### src/rtl/instr_mem_loader.sv
// Byte-stream program loader: assembles a framed, checksummed image into the instruction
// memory write port and holds the CPU in reset until the image is verified.
module instr_mem_loader #(
  parameter int unsigned ADDR_WIDTH  = 5,
  parameter int unsigned MAX_WORDS   = 32,
  parameter logic [7:0]  HEADER_BYTE = 8'hA5
) (
  input  logic                  MAX10_CLK1_50,
  input  logic                  reset,
  input  logic                  start,
  input  logic [7:0]            rx_data,
  input  logic                  rx_valid,
  output logic                  rx_ready,
  output logic [ADDR_WIDTH-1:0] mem_address,
  output logic [31:0]           mem_data,
  output logic                  mem_wren,
  output logic                  cpu_hold,
  output logic                  busy,
  output logic                  done,
  output logic                  error,
  output logic [ADDR_WIDTH:0]   word_count
);

  localparam int unsigned CW = ADDR_WIDTH + 1;

  typedef enum logic [2:0] {
    StIdle, StHdr, StLen, StData, StWrite, StCsum, StDone, StErr
  } state_e;

  state_e                state_q, state_d;
  logic [CW-1:0]         len_q;
  logic [CW-1:0]         word_idx_q;
  logic [1:0]            byte_idx_q;
  logic [23:0]           word_buf_q;
  logic [7:0]            csum_q;
  logic [ADDR_WIDTH-1:0] mem_addr_q;
  logic [31:0]           mem_data_q;
  logic [CW-1:0]         word_count_q;

  logic accept, arm, len_ok, last_word;

  assign accept    = rx_valid & rx_ready;
  assign arm       = start & (state_q == StIdle || state_q == StDone || state_q == StErr);
  assign len_ok    = (rx_data != 8'd0) && (32'(rx_data) <= MAX_WORDS);
  assign last_word = (word_idx_q == len_q - CW'(1));

  always_ff @(posedge MAX10_CLK1_50 or posedge reset) begin
    if (reset) begin
      state_q <= StIdle;
    end else begin
      state_q <= state_d;
    end
  end

  always_comb begin
    state_d = state_q;
    unique case (state_q)
      StIdle, StDone, StErr: if (start) state_d = StHdr;
      StHdr:   if (accept) state_d = (rx_data == HEADER_BYTE) ? StLen : StErr;
      StLen:   if (accept) state_d = len_ok ? StData : StErr;
      StData:  if (accept && byte_idx_q == 2'd3) state_d = StWrite;
      StWrite: state_d = last_word ? StCsum : StData;
      StCsum:  if (accept) state_d = (rx_data == csum_q) ? StDone : StErr;
      default: state_d = StIdle;
    endcase
  end

  // Status outputs decode only the state register, so they never depend on rx_valid.
  always_comb begin
    rx_ready = 1'b0;
    mem_wren = 1'b0;
    busy     = 1'b0;
    done     = 1'b0;
    error    = 1'b0;
    cpu_hold = 1'b1;
    unique case (state_q)
      StHdr, StLen, StData, StCsum: begin
        rx_ready = 1'b1;
        busy     = 1'b1;
      end
      StWrite: begin
        mem_wren = 1'b1;
        busy     = 1'b1;
      end
      StDone: begin
        done     = 1'b1;
        cpu_hold = 1'b0;
      end
      StErr:   error = 1'b1;
      default: ;
    endcase
  end

  always_ff @(posedge MAX10_CLK1_50 or posedge reset) begin
    if (reset) begin
      len_q        <= '0;
      word_idx_q   <= '0;
      byte_idx_q   <= '0;
      word_buf_q   <= '0;
      csum_q       <= '0;
      mem_addr_q   <= '0;
      mem_data_q   <= '0;
      word_count_q <= '0;
    end else begin
      if (arm) word_count_q <= '0;
      unique case (state_q)
        StLen: begin
          if (accept && len_ok) begin
            len_q      <= CW'(rx_data);
            word_idx_q <= '0;
            byte_idx_q <= '0;
            csum_q     <= '0;
          end
        end
        StData: begin
          if (accept) begin
            // Shift right so lane 0 (first byte) ends up least significant.
            word_buf_q <= {rx_data, word_buf_q[23:8]};
            csum_q     <= csum_q ^ rx_data;
            byte_idx_q <= byte_idx_q + 2'd1;
            if (byte_idx_q == 2'd3) begin
              mem_data_q <= {rx_data, word_buf_q};
              mem_addr_q <= word_idx_q[ADDR_WIDTH-1:0];
            end
          end
        end
        StWrite: begin
          word_count_q <= word_count_q + CW'(1);
          if (!last_word) word_idx_q <= word_idx_q + CW'(1);
        end
        default: ;
      endcase
    end
  end

  assign mem_address = mem_addr_q;
  assign mem_data    = mem_data_q;
  assign word_count  = word_count_q;

endmodule

### config.mk
export PLATFORM = sky130hd
export DESIGN_NAME = instr_mem_loader
export DESIGN_NICKNAME = d
export VERILOG_FILES = /design/src/rtl/instr_mem_loader.sv
export SDC_FILE = /design/constraint.sdc
export NUM_CORES = 1
export LEC_CHECK = 0
export CAP_MARGIN = 0
export CORE_AREA = 10 10 82 136
export CTS_CLUSTER_SIZE = 10
export DETAILED_ROUTE_END_ITERATION = 6
export DIE_AREA = 0 0 92 146
export GPL_TIMING_DRIVEN = 0
export MAX_ROUTING_LAYER = met4
export PLACE_DENSITY = 0.73
export SYNTH_ARGS = -nofsm -noshare
export SYNTH_HDL_FRONTEND = slang
export SYNTH_SLANG_ARGS = --single-unit
export TNS_END_PERCENT = 5
### constraint.sdc
create_clock -name MAX10_CLK1_50 -period 2.8 [get_ports MAX10_CLK1_50]
set_input_delay 0.56 -clock MAX10_CLK1_50 [delete_from_list [all_inputs] [get_ports MAX10_CLK1_50]]
set_output_delay 0.56 -clock MAX10_CLK1_50 [all_outputs]
set_load 0.005 [all_outputs]
Word level (Yosys, flattened, before mapping) --
Cells that the tools add are included.
Operators by class: multiplexer cells 27, $add $sub $neg 4, bitwise gates (word level) 3, eq/ne operators 19, $lt $le $gt $ge 1, reductions and logical operators 19
Operators by type and width (number):
- two-way mux 3 bit | 8
- two-way mux 6 bit | 4
- one-hot mux 3 bit (6 select lines) | 1
- two-way mux 8 bit | 2
- != test 2 bit (second input constant) | 8
- one-hot mux 8 bit (2 select lines) | 1
- adder 6 x 1 -> 6 bit (second input constant) | 2
- equality test 3 bit (second input constant) | 4
- one-hot mux 6 bit (2 select lines) | 1
- AND reduction 3 bit | 3
- equality test 8 bit | 1
- equality test 8 bit (second input constant) | 1
- less-or-equal comparator 8 x 6 -> 1 bit (second input constant) | 1
- nonzero test 8 bit | 1
- XOR 8 bit | 1
- two-way mux 1 bit | 7
- equality test 3 x 2 -> 1 bit (second input constant) | 2
- equality test 6 bit | 1
- nonzero test 2 bit | 3
- subtractor 6 x 1 -> 6 bit (second input constant) | 1
- AND reduction 5 bit | 1
- OR reduction 5 bit | 1
- two-way mux 2 bit | 2
- one-hot mux 2 bit (2 select lines) | 1
- 10 further kinds | 15
Storage, ports and cells: output and inout bits 49, flip-flop bits (word level) 92, input port bits 12, logic and storage cells 82

Logic depth before layout (Yosys ltp) --
Gate-level depths: netlist of the first run.
depth in word-level cells 7, mapped depth 7, gate-level depth less buffers 7

Worst setup path before layout of the first run --
No wires, ideal clock.
kind input-to-reg, from input rx_data[4], to register state_q[0], path slack 0.733 ns, stages 5, setup time 0.128 ns, data required time 2.673 ns, path buffers 0, arrival 1.939 ns, cell sequence nor2b_1 or4_1 or4_1 a211oi_1 a21oi_1
On the way: cells in the longest elaborated chain, start to end 4, elaborated cells on any way between the ends 7, classes of those cells eq/ne (2); mux (5)
RTL lines:
- start: declaration | line 11 | input logic [7:0] rx_data,
- equality test 8 bit, on equally long branches | line 63, 59
- two-way mux 1 bit / two-way mux 3 bit (equally long branches) | line 63, 59
- two-way mux 3 bit, on equally long branches | line 63, 59
- one-hot mux 3 bit (6 select lines) * | line 57 | unique case (state_q)
- end signal: assignment | line 49 | state_q <= StIdle;
- end signal: assignment | line 51 | state_q <= state_d;
- end: declaration | line 30 | state_e state_q, state_d;
Mark *: on every way between the ends. The rest lies on a longest branch, timed or not. The select of a mux whose other input is x is not followed. A chain may end at the register's enable or synchronous reset.

Worst setup path after layout of the first run --
from register state_q[0], to output mem_wren
On the way: cells in the longest elaborated chain, start to end 2
RTL lines:
- equality test 3 bit | line 76 | unique case (state_q)
- two-way mux 1 bit | line 76
- end: declaration | line 16 | output logic mem_wren,
Every way passes these cells.

==> results of run 1 <==
## what timing repair did
item                       4_1_cts  5_1_grt
hold endpoints to repair         0        0
setup endpoints to repair        0        1
buffers inserted                 0        0
resized for setup                0        2
## cell type report
type	instances	area [um2]
Fill cell	811	3690
Sequential cell	92	2300
Multi-Input combinational cell	272	1790
Timing Repair Buffer	59	611
Clock buffer	12	256
Tap cell	120	150
Buffer	18	80.1
Clock inverter	4	56.3
Inverter	10	45.0
## power groups by stage
stage,clock network [mW],registers (mW),logic (mW)
global placement,0,2.33,2.18
detailed placement,0,2.35,2.26
finish,1.24,2.33,2.23
global route,1.34,2.41,2.50
floorplan,0,2.27,1.35
CTS,1.27,2.33,2.27
## cells in the mapped netlist (2+ instances only)
cell / count
sky130_fd_sc_hd__a21oi_1: 10
sky130_fd_sc_hd__nor2b_1: 7
sky130_fd_sc_hd__xnor2_1: 8
sky130_fd_sc_hd__buf_2: 7
sky130_fd_sc_hd__nor3_1: 3
sky130_fd_sc_hd__or4_1: 2
sky130_fd_sc_hd__or2_2: 3
sky130_fd_sc_hd__nand3_1: 12
sky130_fd_sc_hd__o211ai_1: 3
sky130_fd_sc_hd__a211oi_1: 3
sky130_fd_sc_hd__nand4_1: 3
sky130_fd_sc_hd__nand2_1: 91
sky130_fd_sc_hd__dfrtp_1: 92
sky130_fd_sc_hd__xor2_1: 4
sky130_fd_sc_hd__o31ai_1: 2
sky130_fd_sc_hd__o2bb2ai_1: 4
sky130_fd_sc_hd__nand2b_1: 7
sky130_fd_sc_hd__inv_1: 9
sky130_fd_sc_hd__nor3b_1: 2
sky130_fd_sc_hd__a21o_1: 3
sky130_fd_sc_hd__ha_1: 4
sky130_fd_sc_hd__o22ai_1: 2
sky130_fd_sc_hd__mux2_2: 43
sky130_fd_sc_hd__clkbuf_1: 9
sky130_fd_sc_hd__o21ai_0: 15
sky130_fd_sc_hd__and2b_1: 2
sky130_fd_sc_hd__and3_1: 3
sky130_fd_sc_hd__nor2_1: 11
sky130_fd_sc_hd__mux2i_1: 8
## stage by stage
stage	instance area, um2	cells	setup slack [ns]	hold WS (ns)	power, mW
floorplan	4210	392	0.733	0.442	3.62
global placement	4930	569	0.00785	0.456	4.50
detailed placement	4970	571	-0.0262	0.460	4.61
CTS	5280	587	0.0199	0.476	5.87
global route	5290	587	0.0865	0.489	6.25
finish	5290	587	0.241	0.468	5.80
## metal layers
metal  vias up  share of wire
li1       1484              -
met1      1473           0.42
met2        80           0.51
met3        15          0.043
met4         0          0.023
met5         -              0
## critical path, cell delays in order, from the launching register on
cell,delay [ns]
sky130_fd_sc_hd__dfrtp_1,0.41
sky130_fd_sc_hd__buf_2,0.23
sky130_fd_sc_hd__nor2_1,0.07
sky130_fd_sc_hd__nand2_2,0.20
sky130_fd_sc_hd__clkinvlp_4,0.24
sky130_fd_sc_hd__clkdlybuf4s50_1,0.50
## sequential cells by signal, summed over array words and instances, names as in the netlist
signal / flops
mem_address: 5
byte_idx_q: 2
len_q: 6
mem_data: 32
word_count: 6
word_idx_q: 6
word_buf_q: 24
csum_q: 8
state_q: 3
## kinds of logic (layout without fill, tap and decap cells)
family,Yosys count,count (layout),share of synthesized area
AOI/OAI and AO/OA,50,50,0.0788
xor gates and xnor gates,12,12,0.0250
adders and majority gates,4,4,0.0119
buffers and inverters,28,103,0.0280
DFF,92,92,0.547
muxes,51,51,0.134
and+or+nand+nor,155,155,0.175
## final timing paths
kind,to,cells past startpoint,start,slack [ns]
max in group asynchronous,mem_data[6],3,reset,1.58
min reg2reg,word_buf_q[1],2,word_buf_q[1],0.47
max,mem_wren,5,state_q[0],0.24
max reg2reg,mem_address[4],6,state_q[2],0.62
min in group asynchronous,word_count[5],2,reset,0.63
min,word_buf_q[1],2,word_buf_q[1],0.47
==> summary by stage, run 1 <==
Die
The number of standard-cell rows in the floorplan is 46. The total I/O pin count is 61. The initial utilization of the core area, before any placement, comes to 0.468. The core area is 8980 um2.

Measured along the x axis, the die boundary spans between 90 and 100 um. The die covers 13400 um2. The die span in y is approximately 150 um.

Synth
After synthesis the netlist holds a flip-flop and latch count of 92. The post-synthesis instance area is ~4200 um2. The biggest area contributor in the post-synthesis netlist is sky130_fd_sc_hd__dfrtp_1. After synthesis, the mean cell area works out to around 11 um2. The count of flip-flops with a built-in enable after synthesis is 0. The number of different library cells used by synthesis comes to slightly below 50. The net count after synthesis is a little over 400. The register area share after synthesis is 0.547. Of all flip-flops after synthesis, the portion carrying an async set or reset was 1.00. The top flip-flop cell by instance count after synthesis is sky130_fd_sc_hd__dfrtp_1.

Yosys attributes the largest share of cell area to sky130_fd_sc_hd__dfrtp_1 (55%), sky130_fd_sc_hd__mux2_2 (12%), sky130_fd_sc_hd__nand2_1 (8.1%). The total number of yosys warnings is 0. The share of the synthesized area in the top cell type is 0.547.

The synthesized instance count is 392.

Power
The share of total power dissipated in sequential elements is 0.401. The combinational cell fraction of total power is 0.385. The cell internal power dissipation is 3.89 mW. Power spread over the standard cell area amounts to around 1100 nW/um2. The share of total power dissipated in the clock network is 0.214. VDD sags by at most 0.484 mV. Summed over all nets, the switching power comes to 1.91 mW. The static leakage power is 2.51 nW.

The net switching share of the total power is 0.330.

Detailed routing
The violation count after the first detailed-routing iteration is 229. The first TritonRoute pass finished after 4 iterations. Using the TritonRoute via totals, the vias-per-cell ratio works out to ~5.2. The detail-routed net length per standard cell is 15.8 um. After detailed routing, the number of remaining DRC violations is 0.

The final route contains around 3100 vias. The overall routed net length is 9.25 mm. Once detail routing completed, the nets flagged for antenna violations numbered 0.

Global routing
The global-route met2 utilization is 0.239. The first global-routing pass estimated 15.5 mm of wire. The via count of the first global-routing pass is around 3100. The global-route layer with the greatest usage is met2. In the global route stage, met3 resource usage came out at 0.0346. For this run, global-route usage on met1 was measured as 0.165.

The total congestion overflow is 0. For this run, the total global-route usage over all layers was measured as 0.147. The initial antenna violation count came to 0. Entering global routing, the biggest net connects 45 pins.

Clock network
The TritonCTS clock tree is built. The clock insertion delay at the later pin of the skew report is 0.34 ns. The sink count of the clock tree is 92. In this run, post-CTS hold repair placed 0 buffers. The number of H-tree levels is 3. The root cell of the clock tree is sky130_fd_sc_hd__clkbuf_16. The clock transition time at the flip-flop clock pins of the worst setup and hold paths is 0.06 ns.

The maximum number of buffers from clock root to sink is 2. The total CTS buffers is 9.

Worst setup path
The data required time of the worst path is 2.24 ns. The worst setup path is of the flop to primary output kind. The nature of the critical path startpoint is a flop. The maximum fanout count along the critical path is 10. STA classifies the critical path endpoint as a primary output. The signal arrival time at the worst endpoint is around 2.0 ns.

Hold path
In this run the worst hold path is classified as flop to flop.

Cells and area
Relative to the synthesized area, the layout overhead comes to 25.8%. The proportion of layout cells with a drive suffix above 1 is 0.171. The library cell used most frequently in the layout, excluding fill and tap cells, is sky130_fd_sc_hd__dfrtp_1. The library cells used most frequently in the layout, excluding fill and tap cells, are sky130_fd_sc_hd__dfrtp_1 (92), sky130_fd_sc_hd__nand2_1 (90), sky130_fd_sc_hd__clkdlybuf4s50_1 (57). The post-layout utilization of the core is 0.589. The repair_antennas step left the layout with diodes totalling 0.

At the end of the flow, the number of nets in the layout was roughly 480.

STA
Of the available clock period, the critical path in the final layout requires 0.914. The maximum achievable frequency is a little under 0.4 GHz. The clock arrives with 0.00684 ns of skew. The final number of hold-violating endpoints is 0. After layout, the minimum clock period comes to 2.56 ns. The sum of negative setup slack is 0 ns. For the pin with the worst max-slew slack, the measured transition is 0.685 ns. Setup violations remaining at the end of the flow were counted as 0. The count of final max-slew check failures was 0. The worst slew margin relative to its limit is 0.540. Setup repair after global routing left no endpoint under its margin.

Placed design
The count of port buffers added during placement is between 50 and 60. At the end of routability-driven placement, the weighted congestion stood at 0.843. The detailed placer's ending HPWL is 6.87 mm.

Outcome
The run finished with clean final reports.

Flow run
The number of violations of the max-capacitance limit is 0.
No activity file was read; power rests on OpenSTA's default activity.
==> run 2: changes to the inputs <==
ABC_AREA = 1   (was not set)
CAP_MARGIN = not set   (was 0)
==> run 2 against run 1 <==
  * Via count increased by 14%
  * First-iteration DRC count decreased by 39%
  * Critical path depth unchanged
  * Largest power group unchanged
  * Highest routed layer unchanged
  * Non-clock buffer count unchanged
  * Clock-buffer cell count decreased by 2
  * Sequential share of layout area decreased by 0.30 points
==> summary by stage, run 2 <==
Detailed routing
The overall routed net length came to 9.69 mm (was 9.25 mm). The detail-routed net length per standard cell was 13.9 um (was 15.8 um). The detailed-router iteration count before antenna repair came to 4 (unchanged). The number of nets with antenna violations after routing was 0 (unchanged). The total via count in the routed design is 3472 (was 3052).

The via density per instance is 4.97 (was 5.20). The number of remaining DRC errors is 0 (unchanged). The violation count after the first detailed-routing iteration is 140 (was 229).

Power
The highest ir drop seen on vdd was 0.467 mV (was 0.484 mV). The static leakage power is 2.59 nW (was 2.51 nW). The power density relative to cell area was 965 nW/um2 (was 1100 nW/um2).

Flow run
The number of violations of the max-capacitance limit was 0 (unchanged).

STA
Setup repair after global routing missed its margin: false (unchanged). The total of endpoints with negative setup slack in the final report is 0 (unchanged). The sum of negative setup slack came to 0 ns (unchanged). The measured slew at the worst slew-check pin was 0.519 ns (was 0.685 ns). The share of the cycle needed by the critical path after routing came to 0.945 (was 0.914). The minimum clock period after layout is 2.65 ns (was 2.56 ns).

The count of final max-slew check failures is 0 (unchanged). The final number of hold-violating endpoints is 0 (unchanged). The post-route clock skew is 0.00768 ns (was 0.00684 ns). The maximum achievable frequency is 0.378 GHz (was 0.391 GHz). The minimum hold slack came to 0.484 ns (was 0.468 ns). The worst slew margin relative to its limit was 0.654 (was 0.540).

Placed design
The detailed placer's ending HPWL came to 7.57 mm (was 6.87 mm). The placer's final routability congestion estimate came to 0.884 (was 0.843). The count of port buffers added during placement is 60 (was 57).

Worst setup path
The worst-case reg-to-reg path depth is 12 (was 6). The nature of the critical path startpoint is a flop (unchanged). The endpoint of the worst register-to-register path is state_q[1] (was mem_address[4]). The maximum fanout count along the critical path is 10 (unchanged).

The start point of the critical path is state_q[2] (was state_q[0]). The setup slack of the most critical reg-to-reg path came to 0.97 ns (was 0.62 ns). The data required time of the worst path is 2.24 ns (about the same).

The kind of end point of the critical path is a primary output (unchanged). The category of the critical setup timing path was flop to primary output (unchanged). The critical path capture point is mem_wren (unchanged). The signal arrival time at the worst endpoint came to 2.09 ns (was 2.00 ns).

The launch point of the worst reg-to-reg path is len_q[0] (was state_q[2]).

Clock network
The buffer count from post-CTS setup fixing came to 0 (unchanged). The count of hold buffers inserted by post-cts repair came to 0 (unchanged). The sink count of the clock tree came to 92 (unchanged). The count of instances resized after the clock tree is built is 0 (unchanged).

The clock transition time at the flip-flop clock pins of the worst setup and hold paths is 0.06 ns (about the same). The TritonCTS clock tree is built (unchanged). The number of H-tree levels was 3 (unchanged).

The maximum number of buffers from clock root to sink is 2 (unchanged). The total CTS buffers is 9 (unchanged). The clock insertion delay at the later pin of the skew report is 0.34 ns (about the same). The root cell of the clock tree is sky130_fd_sc_hd__clkbuf_16 (unchanged).

Die
The starting density of the core is 0.470 (was 0.468). The core area is 8980 um2 (unchanged). The overall die width came to 92 um (unchanged).

The die span in y was 146 um (unchanged). The total die area is 13400 um2 (unchanged). The total I/O pin count is 61 (unchanged). The number of standard-cell rows in the floorplan is 46 (unchanged).

Global routing
The total global-route track usage was 0.154 (was 0.147). The initial antenna violation count is 0 (unchanged). The via count of the first global-routing pass is 3670 (was 3125). The wire length of the first global-routing pass was 16.7 mm (was 15.5 mm).

The total congestion overflow is 0 (unchanged). The largest net degree at the start of global routing is 43 (was 45).

Synth
The total number of yosys warnings is 0 (unchanged). The count of flip-flops with a built-in enable after synthesis was 0 (unchanged). The library cell with the largest summed area after synthesis is sky130_fd_sc_hd__dfrtp_1 (unchanged). The net count after synthesis is 516 (was 408).

The post-synthesis register bit count was 92 (unchanged). The share of async-settable or async-resettable flops after synthesis is 1.00 (unchanged). The share of the synthesized area in the top cell type is 0.545 (was 0.547). Most numerous cell types in the synthesized netlist: sky130_fd_sc_hd__nand2_1 (162), sky130_fd_sc_hd__dfrtp_1 (92), sky130_fd_sc_hd__o21ai_0 (58) (was sky130_fd_sc_hd__dfrtp_1 (92), sky130_fd_sc_hd__nand2_1 (91), sky130_fd_sc_hd__mux2_2 (43)).

The number of unique standard cell types used by synthesis is 25 (was 49). The top flip-flop cell by instance count after synthesis is sky130_fd_sc_hd__dfrtp_1 (unchanged). The mean instance size in the synthesized netlist came to 8.44 um2 (was 10.7 um2). The most common cell in the netlist is sky130_fd_sc_hd__nand2_1 (was sky130_fd_sc_hd__dfrtp_1).

The register area share after synthesis came to 0.545 (was 0.547). The post-synthesis instance area is 4220 um2 (was 4210 um2). The synthesized instance count is 500 (was 392).

Cell types occupying the most area after synthesis: sky130_fd_sc_hd__dfrtp_1 (55%), sky130_fd_sc_hd__nand2_1 (14%), sky130_fd_sc_hd__o21ai_0 (6.9%) (was sky130_fd_sc_hd__dfrtp_1 (55%), sky130_fd_sc_hd__mux2_2 (12%), sky130_fd_sc_hd__nand2_1 (8.1%)).

Cells and area
Commonest cells after routing, fill and taps aside: sky130_fd_sc_hd__nand2_1 (162), sky130_fd_sc_hd__dfrtp_1 (92), sky130_fd_sc_hd__clkdlybuf4s50_1 (60) (was sky130_fd_sc_hd__dfrtp_1 (92), sky130_fd_sc_hd__nand2_1 (90), sky130_fd_sc_hd__clkdlybuf4s50_1 (57)). The number of fillers in the final layout is 796 (was 811). The final net count is 589 (was 478). The proportion of layout cells with a drive suffix above 1 is 0.0882 (was 0.171). The leading cell type in the layout, fill and taps excluded is sky130_fd_sc_hd__nand2_1 (was sky130_fd_sc_hd__dfrtp_1). The signed area change from the synthesized netlist to the final layout is 26.1% (was 25.8%). The antenna diode count was 0 (unchanged). The flip-flop count of the largest register after layout is 32 (unchanged).

Hold path
The type of the most critical hold path was flop to flop (unchanged).

Outcome
Run status: complete, no violations (unchanged).
[run 2: cell families (layout without fill, tap and decap cells)]
kind of cell,count (synthesis),count (layout),share of synthesized area
muxes,9,9,0.0240
xor gates and xnor gates,17,17,0.0353
DFF,92,92,0.545
and+or+nand+nor,229,229,0.219
buffers and inverters,75,153,0.0711
adders and majority gates,4,4,0.0119
AOI/OAI and AO/OA,74,74,0.0937
[run 2: worst min-delay path by stage]
stage	start	end	slack, ns	cells past startpoint
floorplan	byte_idx_q[1]	byte_idx_q[1]	0.45	2
global placement	byte_idx_q[1]	byte_idx_q[1]	0.46	2
finish	word_buf_q[20]	word_buf_q[20]	0.48	2
CTS	word_buf_q[20]	word_buf_q[20]	0.49	2
detailed placement	word_buf_q[20]	word_buf_q[20]	0.47	2
global route	word_buf_q[6]	word_buf_q[6]	0.50	2
[run 2: cell type report]
| cell class | instances | area [um2] | area share |
|---|---|---|---|
| plain buffers | 15 | 73.8 | 0.0139 |
| clock buffers | 10 | 239 | 0.0449 |
| clock inverters | 6 | 70.1 | 0.0132 |
| inverters | 60 | 230 | 0.0432 |
| multi-input cells | 333 | 1620 | 0.304 |
| flip-flops and latches | 92 | 2300 | 0.432 |
| well taps | 120 | 150 | 0.0282 |
| repair buffers | 62 | 641 | 0.120 |
[run 2: metal layers]
layer	vias up	part of all wire	track usage
met2	75	0.55	0.277
met3	20	0.045	0.0403
met4	0	0.022	0.0690
met1	1667	0.38	0.149
li1	1710	-	-
met5	-	0	-
[run 2: where the power goes]
group          internal [mW]  total [mW]  switching [mW]
Clock                  0.723        1.23           0.504
Sequential              1.77        2.10           0.327
Combinational          0.853        1.82           0.963
[run 2: stage by stage]
step	cell area (um2)	power, mW	instances	utilization	setup WS, ns
2_1_floorplan	4230	3.19	500	-	1.16
3_3_place_gp	4980	3.85	680	0.554	0.241
3_5_place_dp	5020	3.96	682	0.559	0.423
4_1_cts	5330	5.20	698	0.593	0.161
5_1_grt	5330	5.57	698	0.593	0.0245
6_report	5330	5.14	698	0.593	0.154
[run 2: critical path, cell delays in order, from the launching register on]
cell and delay, ns:
sky130_fd_sc_hd__dfrtp_1 0.49, sky130_fd_sc_hd__inv_1 0.12, sky130_fd_sc_hd__nor2_1 0.21, sky130_fd_sc_hd__nand2_2 0.22, sky130_fd_sc_hd__clkinv_2 0.18, sky130_fd_sc_hd__clkdlybuf4s50_1 0.53
